--- src/rtl/ddr3_phy_pkg.sv ---
// -----------------------------------------------------------------------------
// ddr3_phy_pkg
// Shared types and widths for the DDR3 byte-lane read-leveling logic.
//   - Field widths of the DQS I/O block interface (delay, latency offset,
//     base read latency) and the depth of the READ pulse shift register.
//   - Read-leveling FSM state encoding (rdlvl_state_t).
//   - win_center(): midpoint of the passing delay window.
// -----------------------------------------------------------------------------
package ddr3_phy_pkg;

    localparam int DLY_W       = 7;
    localparam int LATOFS_W    = 3;
    localparam int RDLAT_W     = 4;
    localparam int PULSE_DEPTH = 24;
    // rd_lat + lat_ofs fits in 5 bits (15 + 7 = 22)
    localparam int LAT_W       = 5;

    // Fixed state codes, kept stable so captured state values stay readable
    // in older debug tooling.
    localparam logic [3:0] S_IDLE         = 4'd0;
    localparam logic [3:0] S_SETTLE       = 4'd1;
    localparam logic [3:0] S_ISSUE        = 4'd2;
    localparam logic [3:0] S_WAIT_DV      = 4'd3;
    localparam logic [3:0] S_EVAL         = 4'd4;
    localparam logic [3:0] S_CENTER       = 4'd5;
    localparam logic [3:0] S_SETTLE_FINAL = 4'd6;
    localparam logic [3:0] S_DONE         = 4'd7;
    localparam logic [3:0] S_ERR          = 4'd8;

    typedef enum logic [3:0] {
        ST_IDLE         = S_IDLE,
        ST_SETTLE       = S_SETTLE,
        ST_ISSUE        = S_ISSUE,
        ST_WAIT_DV      = S_WAIT_DV,
        ST_EVAL         = S_EVAL,
        ST_CENTER       = S_CENTER,
        ST_SETTLE_FINAL = S_SETTLE_FINAL,
        ST_DONE         = S_DONE,
        ST_ERR          = S_ERR
    } rdlvl_state_t;

    // Midpoint of [a, b]; the sum is carried one bit wider so it cannot wrap.
    function automatic logic [DLY_W-1:0] win_center(input logic [DLY_W-1:0] a,
                                                    input logic [DLY_W-1:0] b);
        logic [DLY_W:0] sum;
        sum = {1'b0, a} + {1'b0, b};
        return sum[DLY_W:1];
    endfunction

endpackage

--- src/rtl/ddr3_rdpulse_gen.sv ---
// -----------------------------------------------------------------------------
// ddr3_rdpulse_gen
// Generates the DQS I/O block READ strobe. A trigger in cycle t makes o_read
// high for cycles t+L .. t+L+BURST_CYC-1, with L = i_rd_lat + i_lat_ofs
// sampled at trigger time. Overlapping bursts OR together.
// Ports:
//   i_sclk     system clock
//   i_rst      synchronous active-high reset (clears all pending pulses)
//   i_trig     read trigger (functional or calibration read)
//   i_rd_lat   base read latency, sclk cycles
//   i_lat_ofs  calibrated latency offset
//   o_read     READ strobe to the DQS I/O block (registered)
// -----------------------------------------------------------------------------
module ddr3_rdpulse_gen
    import ddr3_phy_pkg::*;
#(
    parameter int BURST_CYC = 2
)(
    input  logic                i_sclk,
    input  logic                i_rst,
    input  logic                i_trig,
    input  logic [RDLAT_W-1:0]  i_rd_lat,
    input  logic [LATOFS_W-1:0] i_lat_ofs,
    output logic                o_read
);

    localparam logic [PULSE_DEPTH-1:0] BURST_MASK =
        PULSE_DEPTH'((64'd1 << BURST_CYC) - 64'd1);

    // Bit k of r_sr = "read is high k cycles from now"; bit 0 drives o_read.
    logic [PULSE_DEPTH-1:0] r_sr;
    logic [PULSE_DEPTH-1:0] w_sr_next;
    logic [PULSE_DEPTH-1:0] w_ins;
    logic [LAT_W-1:0]       w_lat;
    logic [LAT_W-1:0]       w_shift;

    assign w_lat = LAT_W'(i_rd_lat) + LAT_W'(i_lat_ofs);

    // The burst lands at bit L-1 so that after L-1 more shifts it reaches
    // bit 0 in cycle t+L. A total latency of 0 cannot be met by a registered
    // strobe, so it is treated as 1.
    assign w_shift = (w_lat == '0) ? '0 : (w_lat - LAT_W'(1));
    assign w_ins   = i_trig ? (BURST_MASK << w_shift) : '0;

    genvar gi;
    generate
        for (gi = 0; gi < PULSE_DEPTH; gi = gi + 1) begin : g_sr
            if (gi == PULSE_DEPTH - 1) begin : g_top
                assign w_sr_next[gi] = w_ins[gi];
            end else begin : g_mid
                assign w_sr_next[gi] = r_sr[gi+1] | w_ins[gi];
            end
        end
    endgenerate

    always_ff @(posedge i_sclk) begin
        if (i_rst) begin
            r_sr <= '0;
        end else begin
            r_sr <= w_sr_next;
        end
    end

    assign o_read = r_sr[0];

endmodule

--- src/rtl/ddr3_rdlvl_ctrl.sv ---
// -----------------------------------------------------------------------------
// ddr3_rdlvl_ctrl
// Read-leveling controller for one DDR3 byte lane. On i_cal_start it sweeps
// the DQS dynamic delay (0..DLY_MAX) for each read-latency offset (0..7),
// running TRIALS trial reads per setting, finds the first passing window of
// at least MIN_WIN taps and parks the delay at its centre. It also owns the
// READ pulse generator for both trial and functional reads.
// Ports:
//   i_sclk, i_rst            clock, synchronous active-high reset
//   i_cal_start              one-cycle calibration start pulse
//   o_cal_rd_req/i_cal_rd_ack  trial-read handshake with the sequencer
//   i_rd_cmd                 functional read (ignored while o_cal_busy)
//   i_rd_lat                 base read latency
//   i_datavalid              DATAVALID from the DQS I/O block
//   o_read, o_dyndelay, o_dyndelpol  to the DQS I/O block
//   o_lat_ofs                read-latency offset added to i_rd_lat
//   o_cal_busy/done/err      calibration status (done/err sticky)
//   o_win_first/o_win_last   bounds of the passing delay window
// -----------------------------------------------------------------------------
module ddr3_rdlvl_ctrl
    import ddr3_phy_pkg::*;
#(
    parameter int BURST_CYC  = 2,
    parameter int TRIALS     = 4,
    parameter int SETTLE     = 8,
    parameter int DV_TIMEOUT = 16,
    parameter int DLY_MAX    = 127,
    parameter int MIN_WIN    = 4
)(
    input  logic                i_sclk,
    input  logic                i_rst,
    input  logic                i_cal_start,
    output logic                o_cal_rd_req,
    input  logic                i_cal_rd_ack,
    input  logic                i_rd_cmd,
    input  logic [RDLAT_W-1:0]  i_rd_lat,
    input  logic                i_datavalid,
    output logic                o_read,
    output logic [DLY_W-1:0]    o_dyndelay,
    output logic                o_dyndelpol,
    output logic [LATOFS_W-1:0] o_lat_ofs,
    output logic                o_cal_busy,
    output logic                o_cal_done,
    output logic                o_cal_err,
    output logic [DLY_W-1:0]    o_win_first,
    output logic [DLY_W-1:0]    o_win_last
);

    // Shared settle / datavalid-timeout counter and trial counter.
    localparam int CNT_W = 8;
    localparam logic [DLY_W-1:0]    DLY_MAX_V  = DLY_W'(DLY_MAX);
    localparam logic [LATOFS_W-1:0] LATOFS_MAX = '1;

    rdlvl_state_t          r_state;
    logic [CNT_W-1:0]      r_cnt;
    logic [CNT_W-1:0]      r_trial;
    logic                  r_pass;
    logic                  r_win_open;
    logic [DLY_W-1:0]      r_dyndelay;
    logic [LATOFS_W-1:0]   r_lat_ofs;
    logic                  r_dyndelpol;
    logic                  r_cal_busy;
    logic                  r_cal_done;
    logic                  r_cal_err;
    logic [DLY_W-1:0]      r_win_first;
    logic [DLY_W-1:0]      r_win_last;

    logic                  w_trig;
    logic [DLY_W:0]        w_width;

    assign w_trig  = (i_rd_cmd & ~r_cal_busy) | i_cal_rd_ack;
    assign w_width = {1'b0, r_win_last} - {1'b0, r_win_first} + (DLY_W+1)'(1);

    always_ff @(posedge i_sclk) begin
        if (i_rst) begin
            r_state     <= ST_IDLE;
            r_cnt       <= '0;
            r_trial     <= '0;
            r_pass      <= 1'b0;
            r_win_open  <= 1'b0;
            r_dyndelay  <= '0;
            r_lat_ofs   <= '0;
            r_dyndelpol <= 1'b0;
            r_cal_busy  <= 1'b0;
            r_cal_done  <= 1'b0;
            r_cal_err   <= 1'b0;
            r_win_first <= '0;
            r_win_last  <= '0;
        end else begin
            // Positive delay only; kept as a register so the pin is flop-driven.
            r_dyndelpol <= 1'b0;
            case (r_state)
                ST_IDLE: begin
                    // Only IDLE listens to cal_start, so a pulse while busy is ignored.
                    if (i_cal_start) begin
                        r_dyndelay  <= '0;
                        r_lat_ofs   <= '0;
                        r_cal_done  <= 1'b0;
                        r_cal_err   <= 1'b0;
                        r_win_first <= '0;
                        r_win_last  <= '0;
                        r_win_open  <= 1'b0;
                        r_cal_busy  <= 1'b1;
                        r_cnt       <= '0;
                        r_trial     <= '0;
                        r_state     <= ST_SETTLE;
                    end
                end
                ST_SETTLE: begin
                    if (r_cnt == CNT_W'(SETTLE - 1)) begin
                        r_cnt   <= '0;
                        r_state <= ST_ISSUE;
                    end else begin
                        r_cnt <= r_cnt + CNT_W'(1);
                    end
                end
                ST_ISSUE: begin
                    if (i_cal_rd_ack) begin
                        // Timer reads 1 in the first WAIT_DV cycle.
                        r_cnt   <= CNT_W'(1);
                        r_state <= ST_WAIT_DV;
                    end
                end
                ST_WAIT_DV: begin
                    // datavalid is checked before expiry, so it still passes
                    // in the cycle the timer reads DV_TIMEOUT.
                    if (i_datavalid) begin
                        if (r_trial == CNT_W'(TRIALS - 1)) begin
                            r_pass  <= 1'b1;
                            r_state <= ST_EVAL;
                        end else begin
                            r_trial <= r_trial + CNT_W'(1);
                            r_state <= ST_ISSUE;
                        end
                    end else if (r_cnt == CNT_W'(DV_TIMEOUT)) begin
                        r_pass  <= 1'b0;
                        r_state <= ST_EVAL;
                    end else begin
                        r_cnt <= r_cnt + CNT_W'(1);
                    end
                end
                ST_EVAL: begin
                    r_trial <= '0;
                    r_cnt   <= '0;
                    if (r_pass) begin
                        if (!r_win_open) begin
                            r_win_first <= r_dyndelay;
                        end
                        r_win_last <= r_dyndelay;
                        r_win_open <= 1'b1;
                    end
                    if (!r_pass && r_win_open) begin
                        // First failure after a pass ends the window.
                        r_win_open <= 1'b0;
                        r_state    <= ST_CENTER;
                    end else if (r_dyndelay < DLY_MAX_V) begin
                        r_dyndelay <= r_dyndelay + DLY_W'(1);
                        r_state    <= ST_SETTLE;
                    end else if (r_pass || r_win_open) begin
                        // Window runs to the end of the delay range.
                        r_state <= ST_CENTER;
                    end else if (r_lat_ofs != LATOFS_MAX) begin
                        r_lat_ofs  <= r_lat_ofs + LATOFS_W'(1);
                        r_dyndelay <= '0;
                        r_state    <= ST_SETTLE;
                    end else begin
                        r_state <= ST_ERR;
                    end
                end
                ST_CENTER: begin
                    r_trial <= '0;
                    r_cnt   <= '0;
                    if (w_width < (DLY_W+1)'(MIN_WIN)) begin
                        // Too narrow to trust: discard and try the next offset.
                        r_win_first <= '0;
                        r_win_last  <= '0;
                        r_win_open  <= 1'b0;
                        if (r_lat_ofs != LATOFS_MAX) begin
                            r_lat_ofs  <= r_lat_ofs + LATOFS_W'(1);
                            r_dyndelay <= '0;
                            r_state    <= ST_SETTLE;
                        end else begin
                            r_state <= ST_ERR;
                        end
                    end else begin
                        r_dyndelay <= win_center(r_win_first, r_win_last);
                        r_state    <= ST_SETTLE_FINAL;
                    end
                end
                ST_SETTLE_FINAL: begin
                    if (r_cnt == CNT_W'(SETTLE - 1)) begin
                        r_cnt   <= '0;
                        r_state <= ST_DONE;
                    end else begin
                        r_cnt <= r_cnt + CNT_W'(1);
                    end
                end
                ST_DONE: begin
                    r_cal_done <= 1'b1;
                    r_cal_busy <= 1'b0;
                    r_state    <= ST_IDLE;
                end
                ST_ERR: begin
                    r_cal_err  <= 1'b1;
                    r_cal_busy <= 1'b0;
                    r_dyndelay <= '0;
                    r_lat_ofs  <= '0;
                    r_state    <= ST_IDLE;
                end
                default: begin
                    r_state <= ST_IDLE;
                end
            endcase
        end
    end

    ddr3_rdpulse_gen #(
        .BURST_CYC (BURST_CYC)
    ) u_rdpulse (
        .i_sclk    (i_sclk),
        .i_rst     (i_rst),
        .i_trig    (w_trig),
        .i_rd_lat  (i_rd_lat),
        .i_lat_ofs (r_lat_ofs),
        .o_read    (o_read)
    );

    assign o_cal_rd_req = (r_state == ST_ISSUE);
    assign o_dyndelay   = r_dyndelay;
    assign o_dyndelpol  = r_dyndelpol;
    assign o_lat_ofs    = r_lat_ofs;
    assign o_cal_busy   = r_cal_busy;
    assign o_cal_done   = r_cal_done;
    assign o_cal_err    = r_cal_err;
    assign o_win_first  = r_win_first;
    assign o_win_last   = r_win_last;

endmodule

--- config.mk ---
export PLATFORM = sky130hd
export DESIGN_NAME = ddr3_rdlvl_ctrl
export DESIGN_NICKNAME = d
export VERILOG_FILES = /design/src/rtl/ddr3_phy_pkg.sv /design/src/rtl/ddr3_rdpulse_gen.sv /design/src/rtl/ddr3_rdlvl_ctrl.sv
export SDC_FILE = /design/constraint.sdc
export NUM_CORES = 1
export LEC_CHECK = 0
export BUFFER_PORTS_ARGS = -buffer_cell sky130_fd_sc_hd__buf_4
export CORE_ASPECT_RATIO = 0.75
export CORE_UTILIZATION = 46
export DETAILED_ROUTE_END_ITERATION = 8
export GPL_TIMING_DRIVEN = 0
export SLEW_MARGIN = 20
export SYNTH_ARGS = -nofsm -noshare
export SYNTH_HDL_FRONTEND = slang
export SYNTH_SLANG_ARGS = --single-unit
--- constraint.sdc ---
create_clock -name i_sclk -period 5.09 [get_ports i_sclk]
set_clock_uncertainty 0.05 [all_clocks]
set_input_delay 1.018 -clock i_sclk [delete_from_list [all_inputs] [get_ports i_sclk]]
set_output_delay 1.018 -clock i_sclk [all_outputs]
set_load 0.1 [all_outputs]
# ---- Word-level counts from Yosys, hierarchy flattened
# Index checks and enable logic that the tools add are counted.
dict set report op_classes {
  addsub 9
  magnitude_cmp 2
  n_eq_ne 30
  n_shift 1
  muxes 56
  bitwise 27
  reduce_logical 29
}
# op count
set ops {}
lappend ops {{2-to-1 mux 7 bit} 10}
lappend ops {{2-to-1 mux 8 bit} 7}
lappend ops {{2-to-1 mux 4 bit} 11}
lappend ops {{case mux 7 bit (3 select lines)} 2}
lappend ops {{case mux 8 bit (5 select lines)} 1}
lappend ops {{case mux 4 bit (7 select lines)} 1}
lappend ops {{case mux 7 bit (4 select lines)} 1}
lappend ops {{!= test 2 bit (second input constant)} 13}
lappend ops {{adder 8 x 1 -> 8 bit (second input constant)} 3}
lappend ops {{bitwise OR 1 bit} 24}
lappend ops {{case mux 8 bit (3 select lines)} 1}
lappend ops {{left shift 2 x 5 -> 24 bit (first input constant)} 1}
lappend ops {{2-to-1 mux 23 bit} 1}
lappend ops {{2-to-1 mux 3 bit} 7}
lappend ops {{== test 4 x 3 -> 1 bit (second input constant)} 4}
lappend ops {{AND reduction 4 bit} 4}
lappend ops {{AND reduction 5 bit} 3}
lappend ops {{!= test 3 bit (second input constant)} 4}
lappend ops {{case mux 3 bit (4 select lines)} 1}
lappend ops {{adder 7 x 7 -> 8 bit} 1}
lappend ops {{== test 4 x 2 -> 1 bit (second input constant)} 2}
lappend ops {{== test 8 x 2 -> 1 bit (second input constant)} 1}
lappend ops {{== test 8 x 3 -> 1 bit (second input constant)} 1}
lappend ops {{== test 8 x 5 -> 1 bit (second input constant)} 1}
lappend ops {{other kinds (29)} 49}
dict set report word_totals {
  ff_bits 73
  in_bits 10
  output_inout_bits 30
  wordCells 168
}

# ---- Longest topological paths before layout
dict set report logic_depth {
  depth_word 6
  ltp_mapped 13
  depth_no_buf 12
}

# ---- By module
# From an unflattened synthesis, not the netlist that was laid out.
dict set report unflattened {
  cells_unflattened 566
  hier_area_um2 4673.2
}
# mod instances cells_per_inst area_per_inst_um2 seq_area_each_um2
set modules_own_cells {}
lappend modules_own_cells {ddr3_rdlvl_ctrl 1 426 3404.5 980.9}
lappend modules_own_cells {ddr3_rdpulse_gen 1 140 1268.7 480.5}

# ---- Worst setup path before layout
# OpenSTA, ideal clock, no wires.
dict set report synth_path {
  path_type {register to output}
  startpoint {reg r_state[1]}
  endpoint {out o_cal_rd_req}
  arrival_time_ns 3.740
  required_ns 4.022
  path_slack_ns 0.282
  path_stages_with_launch 5
  path_buffers 2
  path_cell_list {dfxtp_1 -> buf_2 -> clkbuf_1 -> inv_1 -> nor4_1}
}
dict set report synth_between {
  elab_chain_cells 1
}
# item line_no
set synth_rtl {}
lappend synth_rtl {{start, declared} ddr3_rdlvl_ctrl.sv:54} ;# rdlvl_state_t r_state;
lappend synth_rtl {{start signal, assigned} ddr3_rdlvl_ctrl.sv:76} ;# r_state <= ST_IDLE;
lappend synth_rtl {{start signal, assigned} ddr3_rdlvl_ctrl.sv:106} ;# r_state <= ST_SETTLE;
lappend synth_rtl {{start signal, assigned} ddr3_rdlvl_ctrl.sv:112} ;# r_state <= ST_ISSUE;
lappend synth_rtl {{== test 4 x 2 -> 1 bit} ddr3_rdlvl_ctrl.sv:228} ;# assign o_cal_rd_req = (r_state == ST_ISSUE);
lappend synth_rtl {{end, declared} ddr3_rdlvl_ctrl.sv:33} ;# output logic o_cal_rd_req,
# No other way between the ends.

# ---- Worst setup path after layout
dict set report layout_path {
  startpoint {reg r_win_last[1], in the netlist o_win_last[1]}
  endpoint {reg r_win_first[0], in the netlist o_win_first[0]}
}
dict set report layout_between {
  elab_chain_cells 5
}
# item line_no
set layout_rtl {}
lappend layout_rtl {{start, declared} ddr3_rdlvl_ctrl.sv:66} ;# logic [DLY_W-1:0] r_win_last;
lappend layout_rtl {{start signal, assigned} ddr3_rdlvl_ctrl.sv:149} ;# r_win_last <= r_dyndelay;
lappend layout_rtl {{subtractor 7 x 7 -> 8 bit} ddr3_rdlvl_ctrl.sv:72} ;# assign w_width = {1'b0, r_win_last} - {1'b0, r_win_first} + (DLY_W+1)'(1);
lappend layout_rtl {{adder 8 x 1 -> 8 bit} ddr3_rdlvl_ctrl.sv:72}
lappend layout_rtl {{less-than comparator 8 x 3 -> 1 bit} ddr3_rdlvl_ctrl.sv:173} ;# if (w_width < (DLY_W+1)'(MIN_WIN)) begin
lappend layout_rtl {{!= test 2 bit (no source line)} n/a}
lappend layout_rtl {{AND reduction 5 bit (no source line)} n/a}
lappend layout_rtl {{end signal, assigned} ddr3_rdlvl_ctrl.sv:147} ;# r_win_first <= r_dyndelay;
lappend layout_rtl {{end, declared} ddr3_rdlvl_ctrl.sv:65} ;# logic [DLY_W-1:0] r_win_first;
# No other way between the ends.
# A chain may end at the register's enable or synchronous reset.

==> impl_metrics.env <==
export IMPL_crit_start="o_win_last[1]$_SDFFE_PP0P_"
export IMPL_postCtsSetupBuffers=0
export IMPL_worstSetupPathType="flip-flop to flip-flop"
export IMPL_grt_pass1_vias=3939
export IMPL_min_period_ns=3.94
export IMPL_rr_startpoint="o_win_last[1]$_SDFFE_PP0P_"
export IMPL_post_cts_resized=0
export IMPL_vdd_drop_max_mv=0.251
export IMPL_worstHoldStart="u_rdpulse.r_sr[21]$_SDFF_PP0_"
export IMPL_synthFlopType="dfxtp_1"
export IMPL_cts_sinks=73
export IMPL_worstMarginPinSlew_ns=1.16
export IMPL_drive_gt1_share_pct=13.9
export IMPL_clk_pin_slew_ns=0.06
export IMPL_yosysSeqAreaShare_pct=31.7
export IMPL_pre_cts_ws_ns=0.867
export IMPL_grt_max_degree=15
export IMPL_rrSetupSlack_ns=1.15
export IMPL_final_core_util_pct=55.2
export IMPL_syn_cell_area_mm2=0.00460
export IMPL_root_buffer="clkbuf_16"
export IMPL_die_w_um=118
export IMPL_drt_iter0_markers=292
export IMPL_whs_ns=0.386
export IMPL_fin_tns_setup_ns=0
export IMPL_cts_tree="built"
export IMPL_dp_hpwl_um=9410
export IMPL_grt_pass1_wl_um=20600
export IMPL_antennaDiodeCount=0
export IMPL_dr_pass1_iters=5
export IMPL_yosys_area_share_simple_pct=21.4
export IMPL_cts_max_level=3
export IMPL_totalWireLength_um=12800
export IMPL_finalHoldViolCount=0
export IMPL_numCtsBuffers=9
export IMPL_clkLatencyLatePin_ns=0.34
export IMPL_worstSetupStartpointType="flip-flop"
export IMPL_io_pins=40
export IMPL_rsz0062_at_grt="false"
export IMPL_status="finished clean"
export IMPL_ys_ff_latch=73
export IMPL_synthAdderAreaFrac_pct=9.18
export IMPL_die_area_mm2=0.0104
export IMPL_placeableCoreArea_mm2=0.00970
export IMPL_slew_viol_final=0
export IMPL_nNetsFinal=648
export IMPL_power_density_mw_per_mm2=356
export IMPL_die_height_um=88.6
export IMPL_ant_nets=0
export IMPL_gp_congestion=0.860
export IMPL_syn_inst=558
export IMPL_route_vias_total=4379
export IMPL_drt_vias_per_instance=5.89
export IMPL_grt_overflow=0
export IMPL_syn_nets=600
export IMPL_postSynthAreaPerCell_um2=8.25
export IMPL_cp_max_fo=10
export IMPL_p_leak_nw=2.19
export IMPL_ys_types=74
export IMPL_required_ns=5.22
export IMPL_critPathArrivalTime_ns=4.06
export IMPL_synthMuxAreaShare_pct=4.18
export IMPL_fin_area_mm2=0.00535
export IMPL_synth_top_family_by_area="compound AO/OA/AOI/OAI gates"
export IMPL_fin_ws_ns=1.15
export IMPL_async_reset_ff_share_pct=0
export IMPL_synth_xor_area_share_pct=3.34
export IMPL_start_util_pct=47.5
export IMPL_wire_per_inst_um=17.3
export IMPL_areaGrowthSynthToFinish_pct=16.2
export IMPL_mostFrequentLayoutCells="dfxtp_1, nand2_1, nor2_1"
export IMPL_grt_total_usage_pct=25.4
export IMPL_layout_commonest_cell="dfxtp_1"
export IMPL_cap_viol_max_count=0
export IMPL_dpl_cell_count=727
export IMPL_worst_setup_path_end_kind="flip-flop"
export IMPL_yosys_warnings=0
export IMPL_power_mw=1.90
export IMPL_row_count=31
export IMPL_stdcell_count=743
export IMPL_cts_hold_repair_buffers=0
export IMPL_drcViolationCount=0
export IMPL_hp_class="flip-flop to flip-flop"
export IMPL_synth_edf_count=0
export IMPL_synth_compound_area_share_pct=24.3
export IMPL_clockBufferDepth=2
export IMPL_io_buffers=37
export IMPL_relSlewSlack_pct=21.9
export IMPL_antenna_found_initial=0
export IMPL_placed_area_mm2=0.00505
export IMPL_max_clock_freq_ghz=0.254
export IMPL_post_route_period_util_pct=77.4
export IMPL_setup_violations=0
## worst paths after layout
path,endpoint,depth (start not counted)
worst max-delay path,o_win_first[0]$_SDFFE_PP0P_,10
worst min-delay path,u_rdpulse.r_sr[20]$_SDFF_PP0_,2
worst max register to register,o_win_first[0]$_SDFFE_PP0P_,10
worst min register to register,u_rdpulse.r_sr[20]$_SDFF_PP0_,2
## where the power goes
part	total [mW]	internal [mW]	leakage [nW]	switching [mW]
registers	0.644	0.609	0.591	0.0351
clock network	0.651	0.384	0.143	0.268
logic	0.610	0.185	1.45	0.424
total	1.90	1.18	2.19	0.727
## cell usage after synthesis, drive strengths merged, types with 9 or more instances
cell type  count  area share (%)
xor2           9             1.7
nor2          48             4.0
a31oi         15             2.0
nor3          13             1.4
ha            29             7.9
nand2         50             4.1
mux2i         17             3.7
a21oi         40             4.4
o21ai         25             2.7
buf           11             1.4
inv           31             2.5
nand3         20             2.2
clkbuf        23             1.9
nand4         13             1.8
dfxtp         73              32
## cells by family (layout without fill, tap and decap cells)
kind of cell / after synthesis / count (layout)
muxes: 19 / 19
AOI/OAI and AO/OA: 156 / 156
xor gates and xnor gates: 16 / 16
and+or+nand+nor: 196 / 196
DFF: 73 / 73
adders and majority gates: 32 / 32
buffers and inverters: 65 / 118
other: 1 / 1
## per-layer routing
metal  GRT usage [%]  up-vias  wire length [µm]
met4            5.94        0               119
met2            38.4      131              5340
li1                -     2131                 -
met3            5.48       12               788
met1            36.7     2105              6590
met5               0        -                 0
## final cells by class
type | count | area (µm²)
plain buffers | 34 | 149
clock buffers | 9 | 225
clock inverters | 7 | 76.3
fillers | 940 | 4350
inverters | 31 | 116
multi-input cells | 420 | 2880
flip-flops and latches | 73 | 1460
well taps | 132 | 165
repair buffers | 37 | 278
## state kept, by name (all words and copies together) (netlist names)
| signal | flops |
|---|---|
| o_win_first | 7 |
| o_win_last | 7 |
| o_cal_err | 1 |
| o_lat_ofs | 3 |
| o_dyndelay | 7 |
| u_rdpulse.r_sr | 24 |
| r_state | 4 |
| o_cal_done | 1 |
| r_pass | 1 |
| r_cnt | 8 |
| o_cal_busy | 1 |
| r_win_open | 1 |
| r_trial | 8 |
## critical path: stages, from the launching register on
cell	delay [ns]
dfxtp_1	0.42
inv_1	0.07
ha_1	0.27
or3b_1	0.40
fa_1	0.41
nand2b_1	0.23
a21oi_1	0.19
mux2i_1	0.36
o2111ai_4	0.33
a21oi_1	0.81
o21ai_0	0.22
No activity file was read; power rests on OpenSTA's default activity.
